===== src/rtl/mem_write_arb_pkg.sv =====
//============================================================================
// Module   : mem_write_arb_pkg
// Brief    : Shared types and constants for the memory write-port arbiter.
// Revision : 1.0 - initial release
//============================================================================
`default_nettype none

package mem_write_arb_pkg;

    typedef enum logic [0:0] {
        IDLE  = 1'b0,
        CLEAR = 1'b1
    } mem_arb_state_t;

    localparam logic REQ_CPU = 1'b0;
    localparam logic REQ_DBG = 1'b1;

endpackage

`default_nettype wire


===== src/rtl/mem_write_arb_rr_arb2.sv =====
//============================================================================
// Module   : rr_arb2
// Brief    : Two-input arbiter, one-hot grant. Round-robin on a tie when
//            MEM_WRITE_ARB_RR_EN is defined, otherwise CPU has fixed priority.
// Revision : 1.0 - initial release
//============================================================================
`default_nettype none

module rr_arb2
    import mem_write_arb_pkg::*;
(
`ifdef MEM_WRITE_ARB_RR_EN
    input  logic       last_grant,
`endif
    input  logic [1:0] req,
    output logic [1:0] gnt
);

    always_comb begin
        gnt = 2'b00;
        if (req[REQ_CPU] && req[REQ_DBG]) begin
`ifdef MEM_WRITE_ARB_RR_EN
            if (last_grant == REQ_DBG) begin
                gnt[REQ_CPU] = 1'b1;
            end else begin
                gnt[REQ_DBG] = 1'b1;
            end
`else
            gnt[REQ_CPU] = 1'b1;
`endif
        end else begin
            gnt = req;
        end
    end

endmodule

`default_nettype wire


===== src/rtl/mem_write_arb.sv =====
//============================================================================
// Module   : mem_write_arb
// Brief    : Shares the memory write port between CPU and debug requesters and
//            runs a zero-fill clear sweep. Option macro: MEM_WRITE_ARB_RR_EN.
// Revision : 1.0 - initial release
//============================================================================
`default_nettype none

module mem_write_arb
    import mem_write_arb_pkg::*;
#(
    parameter int N_ELEMENTS = 128,
    parameter int ADDR_WIDTH = 16,
    parameter int DATA_WIDTH = 16
) (
    input  logic                  clk,
    input  logic                  rst,
    input  logic                  cpu_w_valid,
    input  logic [ADDR_WIDTH-1:0] cpu_w_addr,
    input  logic [DATA_WIDTH-1:0] cpu_w_data,
    output logic                  cpu_w_ready,
    input  logic                  dbg_w_valid,
    input  logic [ADDR_WIDTH-1:0] dbg_w_addr,
    input  logic [DATA_WIDTH-1:0] dbg_w_data,
    output logic                  dbg_w_ready,
    input  logic                  clr_start,
    output logic                  clr_busy,
    output logic                  clr_done,
    output logic                  err_oob,
    output logic [ADDR_WIDTH-1:0] mem_w_addr,
    output logic [DATA_WIDTH-1:0] mem_w_data,
    output logic                  mem_w_en
);

    localparam int              CW      = $clog2(N_ELEMENTS);
    localparam logic [CW-1:0]   C_LAST  = CW'(N_ELEMENTS - 1);
    localparam logic [CW-1:0]   C_ONE   = CW'(1);
    localparam logic [ADDR_WIDTH:0] C_N_EXT = (ADDR_WIDTH + 1)'(N_ELEMENTS);

    mem_arb_state_t          r_state;
    mem_arb_state_t          w_state_nxt;
    logic [CW-1:0]           r_cnt;
    logic [CW-1:0]           w_cnt_inc;
    logic [1:0]              w_req;
    logic [1:0]              w_gnt;
    logic                    w_arb_en;
    logic                    w_accept;
    logic                    w_oob;
    logic                    w_last_clr;
    logic [ADDR_WIDTH-1:0]   w_sel_addr;
    logic [DATA_WIDTH-1:0]   w_sel_data;

    assign w_req = {dbg_w_valid, cpu_w_valid};

`ifdef MEM_WRITE_ARB_RR_EN
    logic r_last_grant;

    always_ff @(posedge clk) begin
        if (rst) begin
            r_last_grant <= REQ_DBG;
        end else if (w_accept) begin
            r_last_grant <= dbg_w_ready ? REQ_DBG : REQ_CPU;
        end
    end

    rr_arb2 u_arb (
        .last_grant (r_last_grant),
        .req        (w_req),
        .gnt        (w_gnt)
    );
`else
    rr_arb2 u_arb (
        .req        (w_req),
        .gnt        (w_gnt)
    );
`endif

    // State register
    always_ff @(posedge clk) begin
        if (rst) begin
            r_state <= IDLE;
        end else begin
            r_state <= w_state_nxt;
        end
    end

    // Next-state logic
    always_comb begin
        w_state_nxt = r_state;
        case (r_state)
            IDLE:    if (clr_start)  w_state_nxt = CLEAR;
            CLEAR:   if (w_last_clr) w_state_nxt = IDLE;
            default: w_state_nxt = IDLE;
        endcase
    end

    // Output logic: a clear request pre-empts both requesters in the same cycle
    always_comb begin
        w_arb_en    = (r_state == IDLE) && !clr_start && !rst;
        cpu_w_ready = w_arb_en && w_gnt[REQ_CPU];
        dbg_w_ready = w_arb_en && w_gnt[REQ_DBG];
    end

    assign w_accept   = cpu_w_ready || dbg_w_ready;
    assign w_sel_addr = dbg_w_ready ? dbg_w_addr : cpu_w_addr;
    assign w_sel_data = dbg_w_ready ? dbg_w_data : cpu_w_data;
    assign w_oob      = {1'b0, w_sel_addr} >= C_N_EXT;
    assign w_last_clr = (r_cnt == C_LAST);
    assign w_cnt_inc  = r_cnt + C_ONE;

    // r_cnt always holds the address currently being cleared
    always_ff @(posedge clk) begin
        if (rst) begin
            r_cnt      <= '0;
            mem_w_en   <= 1'b0;
            mem_w_addr <= '0;
            mem_w_data <= '0;
            clr_busy   <= 1'b0;
            clr_done   <= 1'b0;
            err_oob    <= 1'b0;
        end else begin
            case (r_state)
                IDLE: begin
                    clr_done <= 1'b0;
                    if (clr_start) begin
                        r_cnt      <= '0;
                        mem_w_en   <= 1'b1;
                        mem_w_addr <= '0;
                        mem_w_data <= '0;
                        clr_busy   <= 1'b1;
                        err_oob    <= 1'b0;
                    end else if (w_accept) begin
                        mem_w_en   <= !w_oob;
                        mem_w_addr <= w_sel_addr;
                        mem_w_data <= w_sel_data;
                        err_oob    <= w_oob;
                    end else begin
                        mem_w_en   <= 1'b0;
                        err_oob    <= 1'b0;
                    end
                end
                CLEAR: begin
                    err_oob <= 1'b0;
                    if (w_last_clr) begin
                        mem_w_en <= 1'b0;
                        clr_busy <= 1'b0;
                        clr_done <= 1'b1;
                    end else begin
                        r_cnt      <= w_cnt_inc;
                        mem_w_en   <= 1'b1;
                        mem_w_addr <= ADDR_WIDTH'(w_cnt_inc);
                        mem_w_data <= '0;
                    end
                end
                default: begin
                    mem_w_en <= 1'b0;
                    clr_busy <= 1'b0;
                    clr_done <= 1'b0;
                    err_oob  <= 1'b0;
                end
            endcase
        end
    end

endmodule

`default_nettype wire


===== config.mk =====
export PLATFORM = sky130hd
export DESIGN_NAME = mem_write_arb
export DESIGN_NICKNAME = d
export VERILOG_FILES = /design/src/rtl/mem_write_arb_pkg.sv /design/src/rtl/mem_write_arb_rr_arb2.sv /design/src/rtl/mem_write_arb.sv
export SDC_FILE = /design/constraint.sdc
export NUM_CORES = 1
export LEC_CHECK = 0
export ABC_AREA = 1
export ABC_CLOCK_PERIOD_IN_PS = 1400
export BUFFER_PORTS_ARGS = -buffer_cell sky130_fd_sc_hd__buf_2
export CAP_MARGIN = 40
export CELL_PAD_IN_SITES_DETAIL_PLACEMENT = 1
export CELL_PAD_IN_SITES_GLOBAL_PLACEMENT = 2
export CORE_ASPECT_RATIO = 1.4
export CORE_UTILIZATION = 21
export DETAILED_ROUTE_END_ITERATION = 10
export GPL_TIMING_DRIVEN = 0
export PLACE_DENSITY = 0.86
export SYNTH_ARGS = -nofsm -noshare
export SYNTH_HDL_FRONTEND = slang
export SYNTH_SLANG_ARGS = --single-unit

===== constraint.sdc =====
create_clock -name clk -period 1.4 [get_ports clk]
set_input_delay 0.28 -clock clk [delete_from_list [all_inputs] [get_ports clk]]
set_output_delay 0.28 -clock clk [all_outputs]
set_load 0.05 [all_outputs]

==> results of run 1 <==
==> what timing repair did <==
action                                  in CTS  in global routing
pin swaps                                    5                 14
resized for setup                           46                 65
hold buffers                                 0                  0
endpoints found under the hold margin        0                  0
setup buffers                               17                  5
gates cloned                                 1                  2
endpoints found under the setup margin      44                 45
==> final timing paths <==
check | startpoint | to | cells past startpoint
worst max register to register | r_state$_SDFF_PP0_ | mem_w_addr[12]$_SDFFE_PP0P_ | 10
worst min register to register | mem_w_addr[11]$_SDFFE_PP0P_ | mem_w_addr[11]$_SDFFE_PP0P_ | 2
worst min-delay path | rst | r_cnt[1]$_SDFFE_PP0P_ | 2
worst max-delay path | r_state$_SDFF_PP0_ | mem_w_addr[12]$_SDFFE_PP0P_ | 10
==> metrics by stage <==
stage / utilization, % / setup TNS, ns / worst slack [ns] / std cells / hold WS (ns)
finish: 35.27 / -6.419 / -0.2043 / 585 / 0.3020
global route: 35.27 / -10.55 / -0.2882 / 585 / 0.3213
CTS: 32.68 / -6.947 / -0.2306 / 580 / 0.3099
detailed placement: 28.68 / -12.86 / -0.3762 / 555 / 0.4481
global placement: 28.68 / -11.63 / -0.3532 / 555 / 0.4454
floorplan: - / -0.0007588 / -0.0007588 / 312 / 0.4494
==> routing by layer <==
layer / vias up / GRT usage [%]
met5: - / 0
met4: 0 / 5.847
met3: 8 / 2.870
met2: 56 / 31.92
met1: 1231 / 16.43
li1: 1300 / -
==> power by group <==
part	leakage [nW]	internal (mW)	switching, mW
logic	1.27	0.358	0.576
clock network	0.0679	0.661	0.479
registers	0.361	1.31	0.0419
total	1.70	2.33	1.10
==> worst max-delay path, cell delays in order, from the launching register on <==
cell and delay [ns]:
sky130_fd_sc_hd__dfxtp_4 0.36, sky130_fd_sc_hd__nor2_8 0.13, sky130_fd_sc_hd__buf_12 0.13, sky130_fd_sc_hd__nand2_8 0.04
sky130_fd_sc_hd__a21oi_4 0.23, sky130_fd_sc_hd__nor2_4 0.08, sky130_fd_sc_hd__nand2_4 0.11, sky130_fd_sc_hd__clkinv_8 0.09
sky130_fd_sc_hd__clkbuf_16 0.18, sky130_fd_sc_hd__nand2_2 0.05, sky130_fd_sc_hd__a21oi_1 0.05
==> state kept, by name, indices dropped and copies added, names as in the netlist <==
| name | cells |
|---|---|
| r_cnt | 7 |
| clr_busy | 1 |
| err_oob | 1 |
| mem_w_en | 1 |
| mem_w_data | 16 |
| clr_done | 1 |
| mem_w_addr | 16 |
| r_state | 1 |
==> kinds of logic after synthesis <==
| family | Yosys count |
|---|---|
| and+or+nand+nor | 149 |
| AOI/OAI and AO/OA | 74 |
| buffers and inverters | 44 |
| DFF | 44 |
| adders and majority gates | 1 |
==> cells in the final DEF (no fill, tap or decap), types with 3 or more instances in the layout <==
master / instances
sky130_fd_sc_hd__buf_12: 3
sky130_fd_sc_hd__nor2_2: 5
sky130_fd_sc_hd__clkbuf_1: 5
sky130_fd_sc_hd__buf_4: 19
sky130_fd_sc_hd__nand3_1: 15
sky130_fd_sc_hd__nor2_4: 7
sky130_fd_sc_hd__inv_4: 3
sky130_fd_sc_hd__or2_1: 5
sky130_fd_sc_hd__o21ai_1: 4
sky130_fd_sc_hd__o21ai_0: 7
sky130_fd_sc_hd__buf_2: 105
sky130_fd_sc_hd__nand4_1: 9
sky130_fd_sc_hd__a21oi_1: 28
sky130_fd_sc_hd__buf_8: 3
sky130_fd_sc_hd__nor2_1: 8
sky130_fd_sc_hd__or2_2: 11
sky130_fd_sc_hd__inv_1: 22
sky130_fd_sc_hd__o21ai_2: 7
sky130_fd_sc_hd__nand2_4: 8
sky130_fd_sc_hd__dfxtp_1: 40
sky130_fd_sc_hd__nand2_2: 13
sky130_fd_sc_hd__buf_6: 8
sky130_fd_sc_hd__dfxtp_4: 3
sky130_fd_sc_hd__clkbuf_16: 7
sky130_fd_sc_hd__nand2_1: 63
sky130_fd_sc_hd__o211ai_1: 16
sky130_fd_sc_hd__a21oi_2: 10
==> layout make-up <==
cell class / count / share of cell area (%)
flip-flops and latches: 44 / 24.60
inverters: 27 / 3.343
well taps: 138 / 4.755
repair buffers: 129 / 21.61
clock buffers: 7 / 3.653
multi-input cells: 224 / 37.84
clock inverters: 1 / 0.1378
plain buffers: 15 / 4.066
==> results, run 1 <==
- The flow ran to the end, but the final reports show violations.
- The final reports fail on negative setup slack.
- In this run the clock root is driven by a sky130_fd_sc_hd__clkbuf_16.
- The clock sink total is 44.
- The synthesized netlist net count is 382.
- Setup repair after global routing could not meet its margin everywhere.
- The total global routing track utilization is 16.17%.
- The area of the multi-input gates is 1374 sq um.
- The first global-routing pass estimated 13210 microns of wire.
- The routed layout has 2595 vias.
- The dominant combinational cell family by area after synthesis is simple AND/OR/NAND/NOR gates.
- Routed signal wires occupy layers up through met4.
- The XOR/XNOR share of the synthesized area is 0%.
- The area overhead of the layout relative to synthesis is 63.95%.
- The startpoint class of the critical path is a flip-flop.
- At the pin with the least slew margin, the transition time is 0.6498 ns.
- The mux cell area share after synthesis is 0%.
- Summing the areas of all compound-gate instances in the mapped netlist gives 19.10% of the synthesized area.
- Dividing the detail-routed wire length by the instance count gives 15.21 microns.
- The initial antenna violation count is 0.
- The number of DRC violations after detailed routing is 0.
- Across the whole layout, storage elements account for 893.4 sq um.
- The share of async-settable or async-resettable flops after synthesis is 0%.
- The critical path start-end classification is flip-flop to flip-flop.
- TritonCTS built the clock tree.
- The core area is 10290 sq um.
- The worst pin sits at a relative slew slack of 56.68%.
- The post-synthesis cell count is 312.
- Sequential cells were found to cover 39.77% of the synthesized design area.
- Max-cap violations in this run came to 0.
- After Yosys synthesis, full adders, half adders and majority gates account for 0.5650% of the synthesized area.
- The total cell area at the placement stage is 2953 sq um.
- The leakage component of the power is 1.697 nW.
- After the first detailed-routing iteration, the DRC count stood at 60.
- The top cell type by area accounts for 39.77% of the synthesized area.
- The floorplan row count is 44.
- In this run the register-to-register setup slack is -0.20 ns.
- Of all nets on the critical path, the largest fanout is 7.
- The commonest cells after synthesis are 84 x sky130_fd_sc_hd__nand2_1, 44 x sky130_fd_sc_hd__dfxtp_1, 38 x sky130_fd_sc_hd__a21oi_1.
- Clock-pin slew was measured on the worst setup and hold paths at 0.06 ns.
- For this design the ratio of total power to cell area is 943.2 nW/um^2.
- Global routing finished with a remaining overflow of 0.
- The clock insertion delay at the later pin of the skew report is 0.28 ns.
- The die covers 10970 sq um.
- The buffer levels on the longest clock path is 2.
- The total of fill cells in the finished design is 1310.
- The met1 wire length is 3468 microns.
- Derived from the worst setup path, the maximum achievable clock frequency is 623.3 MHz.
- Across the VDD grid, the largest voltage drop is 0.5360 mV.
- After detailed routing, the number of vias per cell comes to 4.436.
- The type of the most critical hold path is input pin to flip-flop.
- The vertical extent of the die is 123.5 microns.
- The total iterations of the first detailed-routing run is 4.
- The cell taking the most area after synthesis is sky130_fd_sc_hd__dfxtp_1.
- The max-slew violation count is 0.
- The library cell with the highest instance count after synthesis is sky130_fd_sc_hd__nand2_1.
- At the worst endpoint, the required time is 1.53 ns.
- The count of pins on the block boundary is 107.
- The detailed-routed wire length on met2 is 5031 microns.
- The net count of the finished layout is 516.
- The minimum period implied by the final worst setup slack is 1.604 ns.
- STA classifies the critical path endpoint as a flip-flop.
- Routability-driven placement finished with a final weighted congestion of 0.8315.
- Dividing the synthesized area by the synthesized cell count gives 7.098 sq um.
- The total length of routed wires is 8895 microns.
- For this run, the number of Yosys warnings is 0.
- The width of the die is 88.79 microns.
- The final period utilization is 114.6%.
- Summing all non-filler instances in the final layout gives an area of 3631 sq um.
- Power comes to 3.425 mW.
- The count of endpoints failing setup in the final report is 41.
- Ranked by total cell area, the synthesized netlist is headed by sky130_fd_sc_hd__dfxtp_1 40%, sky130_fd_sc_hd__nand2_1 14%, sky130_fd_sc_hd__a21oi_1 8.6%, sky130_fd_sc_hd__o211ai_1 5.4%, sky130_fd_sc_hd__o21ai_0 4.1%.
- The number of global-route vias before repair came to 2736.
- On the final layout, the worst clock skew is 0.008181 ns.
- The final antenna diode count is 0.
- The synthesized netlist devotes 31.24% of its cell area to simple gates.
- The level count of the clock H-tree is 2.
- In this run the cell area of the synthesized design comes to 2215 sq um.
- The setup slack after layout is -0.2043 ns.
- In the synthesized netlist the dominant register cell turns out to be sky130_fd_sc_hd__dfxtp_1.
- The TritonCTS buffer count is 5.
- At the worst endpoint, the arrival time is 1.74 ns.
- The maximum number of pins on one net before global-route repair is 14.
- The number of buffer cells added on primary ports is 105.
- Detailed placement ended at an HPWL of 6286 microns.
- Wire segments on met3 add up to 272 microns in the final route.
- The number of routed nets with antenna violations is 0.
- The post-synthesis register bit count is 44.
- The netlist uses 26 different library cells.
- Counting flops with a built-in enable in the synthesized netlist gives 0.
- The initial cell density of the core is 21.51%.
- The final hold violation count is 0.
- Cells with a size suffix above 1 make up 49.89% of the layout.
No activity file was read; power rests on OpenSTA's default activity.
==> run 2, diff against run 1 <==
--- a/config.mk
+++ b/config.mk
@@ -16,6 +16,7 @@
 export DETAILED_ROUTE_END_ITERATION = 10
 export GPL_TIMING_DRIVEN = 0
 export PLACE_DENSITY = 0.86
+export SKIP_CTS_REPAIR_TIMING = 1
 export SYNTH_ARGS = -nofsm -noshare
 export SYNTH_HDL_FRONTEND = slang
 export SYNTH_SLANG_ARGS = --single-unit
==> run 2 against run 1 <==
The run still ends with negative setup slack left. Register-to-register slack got worse by 0.04 ns. Worst hold slack improved by 0.0051 ns. Global-route usage is 0.87 points lower. Critical path depth is 4 lower. Sequential share of layout area grew 1.2 points. Non-clock buffer count is the same. First-iteration DRC count down 23%. Maximum frequency decreased by 2.7%. Sequential power barely moved.
==> results, run 2 (same netlist as run 1, synthesis figures left out) <==
- In this run the worst setup path begins at r_state$_SDFF_PP0_.
- The count of endpoints failing setup in the final report is 43 (+4.9%).
- The clock insertion delay at the later pin of the skew report is 0.28 ns (about the same).
- The worst slew margin relative to its limit came to 57.90% (+1.2 points).
- The startpoint identified for the worst register-to-register timing path is r_state$_SDFF_PP0_.
- The final hold violation count is 0 (unchanged).
- The area overhead of the layout relative to synthesis is 56.21%.
- The peak-usage layer in the global routing report is met2.
- The total length of routed wires was 8356 microns (-6.1%).
- The relative contribution of sequential cells to total power is 40.5% (+1.0 points).
- The clock transition at the registers of the reported paths was 0.06 ns (about the same).
- The number of buffer cells added on primary ports is 105 (unchanged).
- The final weighted congestion in routability-driven placement is 0.8315 (unchanged).
- The critical path arrival came to 1.37 ns (-0.37 ns).
- The count of max-cap constraint violations is 0 (unchanged).
- The buffer levels on the longest clock path is 2 (unchanged).
- The post-placement worst setup slack is -0.3762 ns (unchanged).
- The net switching component of the power came to 1.043 mW (-4.8%).
- The total of fill cells in the finished design is 1311 (+0.076%).
- The ratio of cells with drive above 1 in the final layout is 44.97% (-4.9 points).
- The global-route wire length before repair came to 12490 microns (-5.5%).
- The total iterations of the first detailed-routing run was 4 (unchanged).
- The highest clock rate is 606.3 MHz (-2.7%).
- The vertical extent of the die came to 123.5 microns (unchanged).
- The number of global-route vias before repair is 2612 (-4.5%).
- Leaving out fill and tap cells, the most frequent cells in the layout are 109 x sky130_fd_sc_hd__buf_2, 72 x sky130_fd_sc_hd__nand2_1, 39 x sky130_fd_sc_hd__dfxtp_1.
- The maximum vdd drop is 0.5237 mV (-2.3%).
- The critical path is of the flip-flop to output pin type.
- The checks that failed: negative setup slack.
- The net count reported at finish came to 516 (unchanged).
- The largest fanout of any net on the critical path is 7 (unchanged).
- The DRC violation total after the first TritonRoute iteration came to 46 (-23%).
- The CTS root buffer is sky130_fd_sc_hd__clkbuf_16.
- The detailed placer's ending HPWL was 6286 microns (unchanged).
- The minimum period implied by the final worst setup slack came to 1.649 ns (+0.04512 ns).
- The final setup TNS is -7.643 ns (-1.224 ns).
- The number of DRC violations after detailed routing is 0 (unchanged).
- The max-slew violation count is 0 (unchanged).
- In this run the most critical hold path is launched from rst.
- The type of the most critical hold path is input pin to flip-flop.
- The met2 track demand over resource is 29.52% (-2.4 points).
- The width of the die is 88.79 microns (unchanged).
- The total power density per cell area is 960.5 nW/um^2 (+1.8%).
- The number of routed nets with antenna violations came to 0 (unchanged).
- The final antenna diode count is 0 (unchanged).
- The most common cell after layout, fill and taps aside is sky130_fd_sc_hd__buf_2.
- The core area is 10290 sq um (unchanged).
- The total global routing track utilization is 15.30% (-0.87 points).
- The worst setup path is launched from a flip-flop.
- The residual overflow from global routing came to 0 (unchanged).
- The worst-case hold slack came to 0.3071 ns (+0.005135 ns).
- The net switching fraction of the power is 31.40% (-0.62 points).
- The initial antenna violation count is 0 (unchanged).
- TritonCTS built the clock tree.
- The met3 demand-to-capacity share in global routing is 2.804% (-0.067 points).
- The fraction of met1 tracks used by global routing is 16.14% (-0.29 points).
- The setup slack after layout is -0.2494 ns (-0.04512 ns).
- The worst setup path is captured at an output pin.
- The TritonCTS buffer count is 5 (unchanged).
- The leakage component of the power came to 1.626 nW (-4.2%).
- Setup repair after global routing could not meet its margin everywhere.
- The clock sink total came to 44 (unchanged).
- The number of vias after detailed routing was 2579 (-0.62%).
- The setup clock skew after layout is 0.007365 ns (-0.0008160 ns).
- The via count normalized by instance count is 4.409 (-0.62%).
- The worst path required time is 1.12 ns (-0.41 ns).
- The measured slew at the worst slew-check pin is 0.6314 ns (-0.01831 ns).
- The clock network fraction of design power is 34.3% (+1.0 points).
- The cell-internal power is 2.280 mW (-2.1%).
- In the final layout, the registers with the most flip-flops are mem_w_addr: 16 flops, mem_w_data: 16 flops, r_cnt: 7 flops.
- The floorplan row count is 44 (unchanged).
- The level count of the clock H-tree is 2 (unchanged).
- The final period utilization is 117.8% (+3.2 points).
- The detailed-route wire length per cell is 14.28 microns (-6.1%).
- The fraction of power consumed by combinational cells is 25.2% (-2.1 points).
- The count of pins on the block boundary is 107 (unchanged).
- The flow ran to the end, but the final reports show violations.
- The area of the die is 10970 sq um (unchanged).
- The maximum number of pins on one net before global-route repair is 14 (unchanged).
- The initial cell density of the core is 21.51% (unchanged).
-- run 2: power by group through the flow --
stage / logic [mW] / registers [mW] / clock network [mW]
5_1_grt: 0.906 / 1.35 / 1.24
2_1_floorplan: 0.296 / 1.53 / 0
3_5_place_dp: 0.705 / 1.37 / 0
4_1_cts: 0.708 / 1.35 / 1.19
3_3_place_gp: 0.692 / 1.37 / 0
6_report: 0.836 / 1.35 / 1.14
-- run 2: cell type report --
| type | instances | area (sq um) | share of cell area [%] |
|---|---|---|---|
| plain buffers | 17 | 138.9 | 4.014 |
| clock buffers | 7 | 132.6 | 3.834 |
| clock inverters | 1 | 5.005 | 0.1447 |
| inverters | 27 | 121.4 | 3.508 |
| multi-input cells | 224 | 1271 | 36.75 |
| flip-flops and latches | 44 | 892.1 | 25.79 |
| well taps | 138 | 172.7 | 4.991 |
| repair buffers | 127 | 725.7 | 20.98 |
-- run 2: final timing paths --
kind	endpoint	slack (ns)	cells after the start
setup / recovery	dbg_w_ready	-0.25	6
setup reg to reg	mem_w_addr[14]$_SDFFE_PP0P_	-0.24	11
hold reg to reg	mem_w_data[13]$_SDFFE_PP0P_	0.46	2
hold / removal	r_cnt[1]$_SDFFE_PP0P_	0.31	2
-- run 2: critical path, cell delays in order, from the launching register on --
cell and delay [ns]:
sky130_fd_sc_hd__dfxtp_2 0.32, sky130_fd_sc_hd__buf_6 0.12, sky130_fd_sc_hd__nor2_8 0.15, sky130_fd_sc_hd__nand3_4 0.16
sky130_fd_sc_hd__clkinv_4 0.09, sky130_fd_sc_hd__buf_8 0.11, sky130_fd_sc_hd__buf_8 0.14
-- run 2: per-stage QoR --
| step | std cells | util [%] | total power, mW | instance area [sq um] |
|---|---|---|---|---|
| 3_5_place_dp | 555 | 28.68 | 2.079 | 2953 |
| 3_3_place_gp | 555 | 28.68 | 2.063 | 2953 |
| 2_1_floorplan | 312 | - | 1.829 | 2255 |
| 4_1_cts | 563 | 30.02 | 3.240 | 3090 |
| 6_report | 585 | 33.60 | 3.323 | 3460 |
| 5_1_grt | 585 | 33.60 | 3.499 | 3460 |
-- run 2: layer usage --
metal / routed length, microns / share of wire [%]
met1: 3307 / 40
met2: 4619 / 55
met3: 295 / 3.5
met4: 133 / 1.6
met5: 0 / 0
